### config.mk
export PLATFORM = sky130hd
export DESIGN_NAME = frac_clk_div_prog
export DESIGN_NICKNAME = d
export VERILOG_FILES = /design/src/rtl/frac_clk_div_prog.sv
export SDC_FILE = /design/constraint.sdc
export NUM_CORES = 1
export LEC_CHECK = 0
export CAP_MARGIN = 20
export CORE_MARGIN = 1.5
export CORE_UTILIZATION = 59
export CTS_CLUSTER_DIAMETER = 200
export CTS_CLUSTER_SIZE = 28
export DETAILED_ROUTE_END_ITERATION = 7
export GPL_ROUTABILITY_DRIVEN = 1
export GPL_TIMING_DRIVEN = 0
export PLACE_DENSITY = 0.81
export SYNTH_ARGS = -nofsm -noshare
export SYNTH_HDL_FRONTEND = slang
export SYNTH_SLANG_ARGS = --single-unit
### constraint.sdc
create_clock -name clk_in -period 15 [get_ports clk_in]
set_input_delay 1.5 -clock clk_in [delete_from_list [all_inputs] [get_ports clk_in]]
set_output_delay 1.5 -clock clk_in [all_outputs]
set_load 0.05 [all_outputs]
### src/rtl/frac_clk_div_prog.sv
// frac_clk_div_prog
// Runtime-programmable fractional clock divider: f_out = f_in / (INT + FRAC/DEN).
// Each output period is INT or INT+1 clk_in cycles long. A first-order
// accumulator picks the length at the start of every period. Odd periods can
// hold the high phase for an extra half cycle through a negedge-registered copy.
// A new configuration goes into a shadow register first. It takes effect only at
// a period boundary, or straight away when the divider is idle.
module frac_clk_div_prog #(
    parameter int unsigned W        = 8,
    parameter int unsigned DEF_INT  = 8,
    parameter int unsigned DEF_FRAC = 7,
    parameter int unsigned DEF_DEN  = 10,
    parameter bit          ODD_HALF = 1'b1
) (
    input  logic         clk_in,
    input  logic         rst,
    input  logic         enable_i,
    input  logic [W-1:0] cfg_int_i,
    input  logic [W-1:0] cfg_frac_i,
    input  logic [W-1:0] cfg_den_i,
    input  logic         cfg_load_i,
    output logic         cfg_ack_o,
    output logic         cfg_err_o,
    output logic         period_start_o,
    output logic         clk_out_o
);

    // Period length and accumulator need one extra bit (INT+1 may reach 2^W).
    localparam int unsigned PW = W + 1;

    typedef enum logic [0:0] {
        ST_IDLE = 1'b0,
        ST_RUN  = 1'b1
    } state_t;

    typedef struct packed {
        logic [W-1:0] int_part;
        logic [W-1:0] frac;
        logic [W-1:0] den;
    } cfg_t;

    localparam cfg_t DEF_CFG = {W'(DEF_INT), W'(DEF_FRAC), W'(DEF_DEN)};

    // A configuration is usable only if INT >= 2, DEN >= 1 and FRAC < DEN.
    function automatic logic cfg_valid(input cfg_t c);
        logic ok_int;
        logic ok_den;
        logic ok_frac;
        ok_int  = (c.int_part >= W'(2));
        ok_den  = (c.den >= W'(1));
        ok_frac = (c.frac < c.den);
        return ok_int & ok_den & ok_frac;
    endfunction

    // ------------------------------------------------------------------
    // State
    // ------------------------------------------------------------------
    state_t        state_q,  state_d;
    logic [PW-1:0] cnt_q,    cnt_d;
    logic [PW-1:0] len_q,    len_d;
    logic [PW-1:0] acc_q,    acc_d;
    cfg_t          act_q,    act_d;
    cfg_t          shadow_q, shadow_d;
    logic          pend_q,   pend_d;
    logic          clk_hi_q, clk_hi_d;
    logic          ps_q,     ps_d;
    logic          ack_q,    ack_d;
    logic          err_q,    err_d;
    logic          alive_q;
    logic          neg_q;

    // ------------------------------------------------------------------
    // Combinational helpers
    // ------------------------------------------------------------------
    logic          last_s;
    logic          start_s;
    logic          apply_s;
    cfg_t          use_cfg_s;
    cfg_t          load_cfg_s;
    logic [PW-1:0] base_acc_s;
    logic [PW-1:0] sum_s;
    logic          long_s;

    assign last_s     = (cnt_q == (len_q - PW'(1)));
    assign load_cfg_s = {cfg_int_i, cfg_frac_i, cfg_den_i};

    // A period that starts together with a config apply uses the new
    // config and begins from a cleared accumulator.
    assign use_cfg_s  = apply_s ? shadow_q : act_q;
    assign base_acc_s = apply_s ? {PW{1'b0}} : acc_q;
    assign sum_s      = base_acc_s + {1'b0, use_cfg_s.frac};
    assign long_s     = (sum_s >= {1'b0, use_cfg_s.den});

    // FSM next state, and the period-start and config-apply decisions.
    always_comb begin
        state_d = state_q;
        start_s = 1'b0;
        apply_s = 1'b0;
        case (state_q)
            ST_IDLE: begin
                // When idle, a pending config is applied on the next edge,
                // whether or not a period starts on that edge.
                apply_s = pend_q;
                if (enable_i) begin
                    start_s = 1'b1;
                    state_d = ST_RUN;
                end else begin
                    state_d = ST_IDLE;
                end
            end
            ST_RUN: begin
                if (last_s) begin
                    if (enable_i) begin
                        start_s = 1'b1;
                        apply_s = pend_q;
                        state_d = ST_RUN;
                    end else begin
                        state_d = ST_IDLE;
                    end
                end else begin
                    state_d = ST_RUN;
                end
            end
            default: begin
                state_d = ST_IDLE;
            end
        endcase
    end

    // Period datapath: cycle counter, chosen period length, accumulator and
    // active config.
    always_comb begin
        cnt_d = cnt_q;
        len_d = len_q;
        acc_d = acc_q;
        act_d = act_q;
        if (apply_s) begin
            act_d = shadow_q;
            acc_d = {PW{1'b0}};
        end else begin
            act_d = act_q;
        end
        if (start_s) begin
            cnt_d = {PW{1'b0}};
            len_d = {1'b0, use_cfg_s.int_part} + PW'(long_s);
            acc_d = long_s ? (sum_s - {1'b0, use_cfg_s.den}) : sum_s;
        end else if ((state_q == ST_RUN) && !last_s) begin
            cnt_d = cnt_q + PW'(1);
        end else begin
            cnt_d = cnt_q;
        end
    end

    // Shadow config capture, pending flag, and rejection of invalid loads.
    always_comb begin
        shadow_d = shadow_q;
        pend_d   = pend_q;
        err_d    = 1'b0;
        if (apply_s) begin
            pend_d = 1'b0;
        end else begin
            pend_d = pend_q;
        end
        if (cfg_load_i) begin
            if (cfg_valid(load_cfg_s)) begin
                shadow_d = load_cfg_s;
                pend_d   = 1'b1;
            end else begin
                err_d = 1'b1;
            end
        end else begin
            shadow_d = shadow_q;
        end
    end

    // Next values of the registered outputs: high for the first floor(P/2) cycles.
    always_comb begin
        ps_d     = start_s;
        ack_d    = apply_s;
        clk_hi_d = 1'b0;
        if (state_d == ST_RUN) begin
            clk_hi_d = (cnt_d < {1'b0, len_d[PW-1:1]});
        end else begin
            clk_hi_d = 1'b0;
        end
    end

    // State register with synchronous active-low reset.
    always_ff @(posedge clk_in) begin
        if (!rst) begin
            state_q  <= ST_IDLE;
            cnt_q    <= {PW{1'b0}};
            len_q    <= PW'(DEF_INT);
            acc_q    <= {PW{1'b0}};
            act_q    <= DEF_CFG;
            shadow_q <= DEF_CFG;
            pend_q   <= 1'b0;
            clk_hi_q <= 1'b0;
            ps_q     <= 1'b0;
            ack_q    <= 1'b0;
            err_q    <= 1'b0;
            alive_q  <= 1'b0;
        end else begin
            state_q  <= state_d;
            cnt_q    <= cnt_d;
            len_q    <= len_d;
            acc_q    <= acc_d;
            act_q    <= act_d;
            shadow_q <= shadow_d;
            pend_q   <= pend_d;
            clk_hi_q <= clk_hi_d;
            ps_q     <= ps_d;
            ack_q    <= ack_d;
            err_q    <= err_d;
            alive_q  <= 1'b1;
        end
    end

    // Half-cycle extension: copy of the high phase for odd periods, taken on negedge.
    always_ff @(negedge clk_in) begin
        if (!rst) begin
            neg_q <= 1'b0;
        end else begin
            neg_q <= clk_hi_q & len_q[0] & ODD_HALF;
        end
    end

    // alive_q drops at the reset edge, so a pending half-cycle extension is
    // masked at once and no runt pulse is left before the next negedge.
    assign clk_out_o      = clk_hi_q | (neg_q & alive_q);
    assign period_start_o = ps_q;
    assign cfg_ack_o      = ack_q;
    assign cfg_err_o      = err_q;

endmodule
==> results of run 1 <==
==> sequential cells by signal, summed over array words and instances, names as in the netlist <==
name,count
act_q,24
shadow_q,24
acc_q,9
cnt_q,9
len_q,9
alive_q,1
cfg_ack_o,1
cfg_err_o,1
clk_hi_q,1
neg_q,1
pend_q,1
period_start_o,1
state_q,1
==> layout make-up <==
class	instances	share of cell area, %
plain buffers	22	2.305
inverters	17	1.120
flip-flops and latches	83	29.15
well taps	105	2.305
clock inverters	7	1.032
repair buffers	31	5.445
clock buffers	10	2.415
multi-input cells	439	56.22
==> layer usage <==
layer / vias up / global-route usage (%)
li1: 2071 / -
met1: 2052 / 32.14
met3: 30 / 5.981
met5: - / 0
met2: 125 / 47.18
met4: 0 / 8.946
==> worst paths after layout <==
kind                            startpoint                        to  slack, ns
setup / recovery          neg_q$_SDFF_NN0_                 clk_out_o       4.42
hold / removal    shadow_q[3]$_SDFFE_PN1P_  shadow_q[3]$_SDFFE_PN1P_       0.49
setup reg to reg     len_q[0]$_SDFFE_PN0P_       clk_hi_q$_SDFF_PN0_       6.57
hold reg to reg   shadow_q[3]$_SDFFE_PN1P_  shadow_q[3]$_SDFFE_PN1P_       0.49
==> power by group <==
part / internal, W / switching, W / leakage, nW
clock network: 0.0000686 / 0.0000908 / 0.105
registers: 0.000236 / 0.0000101 / 0.677
logic: 0.000124 / 0.000163 / 1.66
total: 0.000428 / 0.000264 / 2.44
==> per-stage QoR <==
stage	instances	total power, W	utilization, %
final	714	0.0006920	69.02
after global routing	714	0.0007287	69.02
after CTS	714	0.0006876	69.02
after detailed placement	698	0.0005291	66.68
after global placement	698	0.0005191	66.68
after floorplan	562	0.0004661	-
==> critical path, stage by stage (launching register included) <==
cell and delay [ns]:
dfxtp_1 0.30, a21o_1 0.10, clkdlybuf4s50_1 0.79
==> kinds of logic after synthesis <==
| group | after synthesis |
|---|---|
| xor+xnor | 35 |
| flops | 83 |
| buf+inv | 40 |
| simple gates | 200 |
| mux | 58 |
| compound gates | 110 |
| fa+ha+maj | 36 |
==> cells in the mapped netlist, types with 4 or more instances <==
cell type	number
nor3_1	6
inv_1	18
clkbuf_1	10
mux2_4	4
nand2_1	47
a21oi_1	29
a31oi_1	10
mux2i_1	46
xor2_1	15
nand4_1	5
a21o_1	14
dfxtp_1	83
o211ai_1	5
o21a_1	4
and2_1	25
or2_2	6
ha_1	34
xnor2_1	17
nor2b_1	8
mux2_2	8
nand3_1	22
o21ai_0	26
nor2_1	53
nor4_1	4
==> impl_metrics.csv, run 1 <==
group,metric,value,unit
clocking,cts_buffer_depth,2,
floorplan,fp-row-count,33,
floorplan,die_area,9149,um2
worst_setup_path,start_kind,"flip-flop",
cells_and_area,seq_area,1662,um2
clocking,post_cts_buffers,0,
floorplan,coreArea,8258,um2
synthesis,synth_top_area_share,32.81,%
power_and_ir_drop,p_per_area,121.4,nW/um2
route,viasPerCell,5.992,
clocking,cts-root-buf,"clkbuf_8",
clocking,clk_pin_slew_worst_paths,0.08,ns
route,drt_first_iter_violations,207,
synthesis,ys_seq_elements,83,
clocking,cts_buffers,9,
placed_design,dpl_cell_area,5507,um2
sta,worst-slew-pin-transition,0.8624,ns
route,top_layer_used,"met4",
sta,rsz0062_at_grt,"false",
synthesis,yosysWarnings,0,
route,wl_met1,5238,um
synthesis,yosys.area_share.xor_xnor,7.090,%
synthesis,muxShareOfSynthArea,12.06,%
route,route.met2.wl,5907,um
flow_run,cap_viol_max_count,0,
worst_setup_path,critPathKind,"reg2out",
worst_setup_path,arrival,9.08,ns
sta,max_slew_margin,42.51,%
power_and_ir_drop,p_leak,2.445,nW
cells_and_area,areaGrowthSynthToFinish,12.52,%
hold_path,min_path_type,"reg2reg",
cells_and_area,final_layout_size_suffix_gt1_share,10.84,%
synthesis,ys_seq_area_share,32.81,%
synthesis,yosys-top-cells-area,"dfxtp_1 33%, mux2i_1 9.1%, ha_1 8.4%",
placed_design,finalWeightedCongestion,0.8614,
hold_path,hold_depth,2,
sta,holdWs,0.4893,ns
grt,antenna_found_initial,0,
route,drc,0,
grt,grt_pass1_wl,18690,um
floorplan,die_w,95.65,um
clocking,holdBufCountCts,0,
synthesis,synth_top_family_by_area,"simple AND/OR/NAND/NOR gates",
sta,finalSetupViolations,0,
synthesis,synth-edff-count,0,
worst_setup_path,reg2regPathDepth,35,
cells_and_area,multi_input_area,3204,um2
grt,grt_overflow,0,
grt,grt_max_degree,17,
sta,drv_slew,0,
cells_and_area,final_net_count,668,
sta,setup-tns-final,0,ns
synthesis,ys_types,70,
floorplan,io_pins,32,
clocking,htreeDepth,3,
cells_and_area,most-common-layout-cells,"83 x dfxtp_1, 53 x nor2_1, 47 x nand2_1",
synthesis,yosys_most_used_dff,"dfxtp_1",
grt,grt_usage,26.88,%
cells_and_area,fill_cells,637,
power_and_ir_drop,max-vdd-ir-drop,87.77,uV
placed_design,hpwl,9084,um
route,wl_met3,516,um
cells_and_area,postLayoutCellArea,5699,um2
synthesis,synth.avg_cell_area,9.012,um2
cells_and_area,final_common_cell,"dfxtp_1",
clocking,cts.sink_count,83,
synthesis,async_flop_share,0,%
synthesis,synthesis.area,5065,um2
synthesis,synthAdderAreaFrac,9.190,%
route,drtPass1Iterations,5,
sta,hold_violations,0,
route,wl_per_cell,16.82,um
sta,clock_skew,0.03449,ns
clocking,clock_latency,0.39,ns
cells_and_area,n_antenna_cell,0,
synthesis,synth-simple-area-share,20.26,%
sta,worst_slack,4.421,ns
outcome,outcome,"finished, final reports clean",
clocking,cts_tree,"yes",
route,antenna_left,0,
clocking,cts_resized,0,
synthesis,synth-compound-area-share,14.67,%
worst_setup_path,crit_path_end_kind,"primary output",
grt,grt_pass1_vias,4005,
synthesis,synth_fp_nets,626,
route,routed_wl,12010,um
placed_design,io_buffers,31,
worst_setup_path,worstPathRequired,13.50,ns
synthesis,synth_cells,562,
floorplan,die_y,95.65,um
floorplan,initial_core_util,61.33,%
route,num_vias,4278,
worst_setup_path,worstPathMaxFanout,1,
placed_design,dp_slack,4.688,ns
synthesis,synth_area_leader_cell,"dfxtp_1",
(Power assumes the default switching activity.)
==> inputs of run 2 (changes only) <==
CORE_UTILIZATION = 54   (was 59)
PLACE_DENSITY = 0.79   (was 0.81)
clock period = 9.3 ns   (was 15 ns; I/O delays follow)
==> run 2 against run 1 <==
Compared with the run above:
- die area up 9.0%
- sequential share of layout area fell by 0.13 points
- combinational power increased by 62%
- routed wire length grew 0.67%
- critical path depth is 32 higher
- total power is 65% higher
- flip-flop and latch count stayed put
- worst hold slack better by 0.010 ns
- highest routed layer unchanged
- global-route usage down 1.7 points
- via count decreased by 1.3%
- clock power up 78%
- largest cell class unchanged
- non-clock buffer count is the same
==> impl_metrics.csv, run 2 (same netlist as run 1, synthesis figures left out) <==
group,metric,value,unit
route,drtPass1Iterations,5,
worst_setup_path,crit_path_end_kind,"flip-flop",
worst_setup_path,slowest_delay,0.64,ns
cells_and_area,n_antenna_cell,0,
power_and_ir_drop,max-vdd-ir-drop,128.0,uV
sta,fmax,0.1171,GHz
route,drc,0,
clocking,cts_buffers,9,
sta,fin_crit,8.541,ns
placed_design,dp_slack,0.9854,ns
route,antenna_left,0,
clocking,holdBufCountCts,0,
clocking,cts_resized,0,
floorplan,coreArea,9153,um2
power_and_ir_drop,p_leak,2.449,nW
sta,rsz0062_at_grt,"false",
clocking,cts-root-buf,"clkbuf_8",
floorplan,die_y,99.85,um
cells_and_area,final_layout_size_suffix_gt1_share,10.84,%
route,viasPerCell,5.867,
cells_and_area,areaGrowthSynthToFinish,13.02,%
worst_setup_path,reg2regPathDepth,34,
placed_design,finalWeightedCongestion,0.9133,
hold_path,min_path_type,"reg2reg",
floorplan,io_pins,32,
route,drt_first_iter_violations,213,
sta,clock_skew,0.03367,ns
sta,worst-slew-pin-transition,0.8404,ns
worst_setup_path,rr_endpoint,"clk_hi_q$_SDFF_PN0_",
outcome,outcome,"finished, final reports clean",
hold_path,hold_depth,2,
floorplan,fp-row-count,35,
sta,setup-tns-final,0,ns
clocking,cts_tree,"yes",
placed_design,io_buffers,31,
grt,grt_usage,25.16,%
clocking,post_cts_buffers,0,
worst_setup_path,worstPathRequired,9.59,ns
route,routed_wl,12090,um
worst_setup_path,cp_common_cell,"ha_1",
floorplan,die_w,99.85,um
hold_path,hold-path-endpoint,"shadow_q[10]$_SDFFE_PN1P_",
flow_run,cap_viol_max_count,0,
worst_setup_path,worst_path_max_delay_cell,"a21oi_1",
sta,post-route-period-util,91.84,%
floorplan,die_area,9969,um2
grt,antenna_found_initial,0,
sta,hold_violations,0,
clocking,cts.sink_count,83,
cells_and_area,final_common_cell,"dfxtp_1",
sta,worst_slack,0.7588,ns
clocking,cts_buffer_depth,2,
grt,grt_max_degree,16,
worst_setup_path,critPathKind,"reg2reg",
clocking,clock_latency,0.40,ns
grt,grt_overflow,0,
cells_and_area,most-common-layout-cells,"83 x dfxtp_1, 53 x nor2_1, 47 x nand2_1",
worst_setup_path,r2r-start,"len_q[0]$_SDFFE_PN0P_",
power_and_ir_drop,p_per_area,199.7,nW/um2
hold_path,holdCritStartpoint,"shadow_q[10]$_SDFFE_PN1P_",
sta,max_slew_margin,43.98,%
worst_setup_path,arrival,8.83,ns
route,wl_per_cell,16.79,um
clocking,clk_pin_slew_worst_paths,0.10,ns
cells_and_area,final_net_count,668,
grt,grt_pass1_vias,4132,
placed_design,hpwl,9081,um
worst_setup_path,worstPathMaxFanout,10,
cells_and_area,reg_top3,"act_q: 24 flops, shadow_q: 24 flops",
grt,grt_pass1_wl,19790,um
floorplan,initial_core_util,55.34,%
sta,drv_slew,0,
sta,finalSetupViolations,0,
worst_setup_path,start_kind,"flip-flop",
route,num_vias,4224,
worst_setup_path,reg2reg_slack,0.76,ns
clocking,htreeDepth,3,
## run 2: changes by cell type in the layout (fill, tap and decap cells not counted), sizes merged
cell / delta
inv: -2
bufinv: +1
clkinvlp: +1
## run 2: critical path: cells and delay by family (launching register included)
| kind | cells | cell delay, ns |
|---|---|---|
| multiplexers | 3 | 0.67 |
| buffers and inverters | 2 | 0.26 |
| XOR/XNOR | 2 | 0.34 |
| flip-flops | 1 | 0.47 |
| adder cells (fa/ha/maj) | 6 | 1.86 |
| AO/OA/AOI/OAI | 11 | 2.68 |
| AND/OR/NAND/NOR | 10 | 2.17 |
## run 2: report_power, final
group | total [W] | switching (W) | internal, W | leakage [nW]
logic | 0.000465 | 0.000263 | 0.000201 | 1.66
registers | 0.000396 | 0.0000154 | 0.000380 | 0.677
clock network | 0.000283 | 0.000148 | 0.000135 | 0.109
## run 2: worst max path at each step
stage,start,end,slack (ns),cells past startpoint
final,len_q[0]$_SDFFE_PN0P_,clk_hi_q$_SDFF_PN0_,0.76,34
after global routing,len_q[0]$_SDFFE_PN0P_,clk_hi_q$_SDFF_PN0_,0.34,33
after CTS,len_q[0]$_SDFFE_PN0P_,clk_hi_q$_SDFF_PN0_,0.89,33
after detailed placement,len_q[0]$_SDFFE_PN0P_,clk_hi_q$_SDFF_PN0_,0.99,33
after global placement,len_q[0]$_SDFFE_PN0P_,clk_hi_q$_SDFF_PN0_,1.19,33
after floorplan,len_q[2]$_SDFF_PN0_,clk_hi_q$_SDFF_PN0_,2.25,29
## run 2: through the flow
stage	std cells	util (%)	hold WS [ns]	instance area, um2	power (W)
after floorplan	562	-	0.4373	5065	0.0007518
after detailed placement	704	60.25	0.4668	5514	0.0008531
after global placement	704	60.25	0.4597	5514	0.0008387
after global routing	720	62.54	0.5055	5724	0.001207
final	720	62.54	0.4992	5724	0.001143
after CTS	720	62.54	0.4971	5724	0.001136
## run 2: area by class of cell
cell class                      instances  area (um2)
Multi-Input combinational cell        439        3204
Tap cell                              111       138.9
Fill cell                             755        3428
Inverter                               17       63.81
Timing Repair Buffer                   31       310.3
Clock buffer                           10       137.6
Clock inverter                          7       76.32
Sequential cell                        83        1662
Buffer                                 22       131.4
## run 2: layer usage
metal | track usage [%] | up-vias | share of wire [%]
li1 | - | 2077 | -
met1 | 32.06 | 2030 | 44
met2 | 43.43 | 98 | 50
met3 | 4.666 | 19 | 4.1
met4 | 7.476 | 0 | 1.9
met5 | 0 | - | 0
==> edit, RTL diff (config.mk and constraints of run 2) <==
Register the inputs `cfg_int_i`, `cfg_frac_i`, `cfg_den_i` and `cfg_load_i` before use. The logic sees them one clock later. The other inputs are not delayed to match.
--- a/src/rtl/frac_clk_div_prog.sv
+++ b/src/rtl/frac_clk_div_prog.sv
@@ -41,6 +41,18 @@
 
     localparam cfg_t DEF_CFG = {W'(DEF_INT), W'(DEF_FRAC), W'(DEF_DEN)};
 
+    logic [W-1:0] cfg_int_q;
+    logic [W-1:0] cfg_frac_q;
+    logic [W-1:0] cfg_den_q;
+    logic cfg_load_q;
+
+    always_ff @(posedge clk_in) begin
+        cfg_int_q  <= cfg_int_i;
+        cfg_frac_q <= cfg_frac_i;
+        cfg_den_q  <= cfg_den_i;
+        cfg_load_q <= cfg_load_i;
+    end
+
     // A configuration is usable only if INT >= 2, DEN >= 1 and FRAC < DEN.
     function automatic logic cfg_valid(input cfg_t c);
         logic ok_int;
@@ -82,7 +94,7 @@
     logic          long_s;
 
     assign last_s     = (cnt_q == (len_q - PW'(1)));
-    assign load_cfg_s = {cfg_int_i, cfg_frac_i, cfg_den_i};
+    assign load_cfg_s = {cfg_int_q, cfg_frac_q, cfg_den_q};
 
     // A period that starts together with a config apply uses the new
     // config and begins from a cleared accumulator.
@@ -161,7 +173,7 @@
         end else begin
             pend_d = pend_q;
         end
-        if (cfg_load_i) begin
+        if (cfg_load_q) begin
             if (cfg_valid(load_cfg_s)) begin
                 shadow_d = load_cfg_s;
                 pend_d   = 1'b1;
Check against the original RTL: not checked (the comparison handles one clock edge and no latches or derived clocks); the edit may change what the design does.
==> edit against run 2 <==
- global-route usage is 1.6 points lower
- area after synthesis grew 9.4%
- utilization up 0.22 points
- via count increased by 3.6%
- setup slack improved by 0.46 ns
- hold slack lost 0.028 ns
- maximum frequency rose by 5.6%
- combinational power decreased by 13%
- sequential cell count increased by 25
- routed wire length is 2.5% higher
- cell area up 8.2%
- non-clock buffer count stayed put
- power rose by 4.0%
- highest routed layer unchanged
- die area increased by 9.2%
- critical path type unchanged
==> edit: results (changes against run 2) <==
metric;value;unit;change
status;finished, final reports clean;;unchanged
slowest_stage;or4b_4;;was a21oi_1
worstSetupStartpoint;len_q[0]$_SDFFE_PN0P_;;unchanged
wl_per_cell;16.35;um;was 16.79 um
cts_max_path_buffers;2;;unchanged
arrival;8.39;ns;was 8.83 ns
drtPass1Iterations;5;;unchanged
largestRegisters;act_q (24), shadow_q (24);;unchanged
htreeDepth;3;;unchanged
slowest_delay;0.55;ns;was 0.64 ns
preCtsSetupSlack;1.358;ns;was 0.9854 ns
hold_path_end;cfg_err_o$_SDFF_PN0_;;was shadow_q[10]$_SDFFE_PN1P_
hold_start;cfg_load_q$_DFF_P_;;was shadow_q[10]$_SDFFE_PN1P_
peakVddDrop;0.0001298;V;was 0.0001280 V
netlist_top_cells_area;dfxtp_1 (39%), mux2i_1 (9.0%), ha_1 (7.7%);;was dfxtp_1 (33%), mux2i_1 (9.1%), ha_1 (8.4%)
grt_pass1_vias;4324;;was 4132
rr_worst_depth;33;;was 34
rr_startpoint;len_q[0]$_SDFFE_PN0P_;;unchanged
vias_per_cell;5.770;;was 5.867
worst_pin_slew;0.8702;ns;was 0.8404 ns
drtIter0Drc;216;;was 213
syn_inst;579;;was 562
yosysSeqAreaShare;39.01;%;was 32.81%
num-nets-final;684;;was 668
ys_async_sr_fraction;0;%;unchanged
cts_root_buffer;clkbuf_8;;unchanged
synth_common_cells;dfxtp_1 (108), nor2_1 (55), mux2i_1 (50), ha_1 (34), nand2_1 (34);;was dfxtp_1 (83), nor2_1 (53), nand2_1 (47), mux2i_1 (46), ha_1 (34)
drive_above_1_share;8.000;%;was 10.84%
antenna_found_initial;0;;unchanged
cellLeakagePower;2.548;nW;was 2.449 nW
final.setup_skew;0.03140;ns;was 0.03367 ns
dp_hpwl;9374;um;was 9081 um
cts_resized;0;;unchanged
grt_pass1_wl;20630;um;was 19790 um
synth.net_count;643;;was 626
holdCritPathClass;reg2reg;;unchanged
timing.rr.end;clk_hi_q$_SDFF_PN0_;;unchanged
yosysWarningCount;0;;unchanged
diodes;0;;unchanged
critical_path.max_fanout;10;;unchanged
synthDistinctLibCells;73;;was 70
path_clk_slew;0.10;ns;about the same
numCtsBuffers;9;;unchanged
cts_setup_buffers;0;;unchanged
vias;4374;;was 4224
hold_depth;2;;unchanged
routabilityCongestion;0.9108;;was 0.9133
port_buffers;30;;was 31
grt_usage;23.55;%;was 25.16%
placed_area;6010;um2;was 5514 um2
grt_max_degree;20;;was 16
clock_latency;0.41;ns;
worst-r2r-setup-slack;1.22;ns;was 0.76 ns
dp.cells;742;;was 704
edit: cell count changes after synthesis, sizes merged, moves of 3 or more:
cell | before | now
and2 | 25 | 16
nor2b | 8 | 16
mux2i | 46 | 50
a21oi | 29 | 24
clkbuf | 12 | 15
nand2 | 47 | 34
dfxtp | 83 | 108
edit: how the worst max path moves through the flow:
stage,endpoint,slack (ns),cells past startpoint
after floorplan,clk_hi_q$_SDFF_PN0_,2.42,31
after CTS,clk_hi_q$_SDFF_PN0_,1.26,33
after global placement,clk_hi_q$_SDFF_PN0_,1.58,33
after global routing,clk_hi_q$_SDFF_PN0_,0.68,33
after detailed placement,clk_hi_q$_SDFF_PN0_,1.36,33
final,clk_hi_q$_SDFF_PN0_,1.22,33
edit: area by class of cell:
| type | instances | area (um2) |
|---|---|---|
| Inverter | 17 | 63.81 |
| Sequential cell | 108 | 2162 |
| Fill cell | 816 | 3674 |
| Multi-Input combinational cell | 430 | 3169 |
| Buffer | 23 | 143.9 |
| Clock inverter | 8 | 61.31 |
| Timing Repair Buffer | 30 | 300.3 |
| Clock buffer | 9 | 123.9 |
| Tap cell | 133 | 166.4 |
edit: where the power goes:
group	switching, mW	internal [mW]
clock network	0.174	0.102
logic	0.227	0.175
registers	0.0186	0.491
total	0.420	0.769
edit: kinds of logic (layout without fill, tap and decap cells):
family	Yosys count	count (layout)	share of synthesized area [%]
AND/OR/NAND/NOR	190	190	17.92
flip-flops	108	108	39.01
AO/OA/AOI/OAI	106	106	12.91
multiplexers	63	63	11.67
buffers and inverters	41	87	3.815
adder cells (fa/ha/maj)	36	36	8.397
XOR/XNOR	35	35	6.276
edit: critical path: cells and delay by family (launching register included):
family / cells / cell delay, ns
AO/OA/AOI/OAI: 12 / 2.53
AND/OR/NAND/NOR: 9 / 2.18
adder cells (fa/ha/maj): 5 / 1.58
multiplexers: 3 / 0.67
flip-flops: 1 / 0.48
XOR/XNOR: 2 / 0.31
buffers and inverters: 2 / 0.26
edit: per-layer routing:
layer | routed length, um | global-route usage [%]
met4 | 288 | 8.333
met5 | 0 | 0
met1 | 5465 | 29.80
met3 | 561 | 4.449
met2 | 6076 | 39.90
edit: metrics by stage:
step,utilization (%),hold WS (ns)
5_1_grt,62.76,0.4859
3_5_place_dp,60.92,0.4535
6_report,62.76,0.4711
3_3_place_gp,60.92,0.4540
2_1_floorplan,-,0.4356
4_1_cts,62.76,0.4711
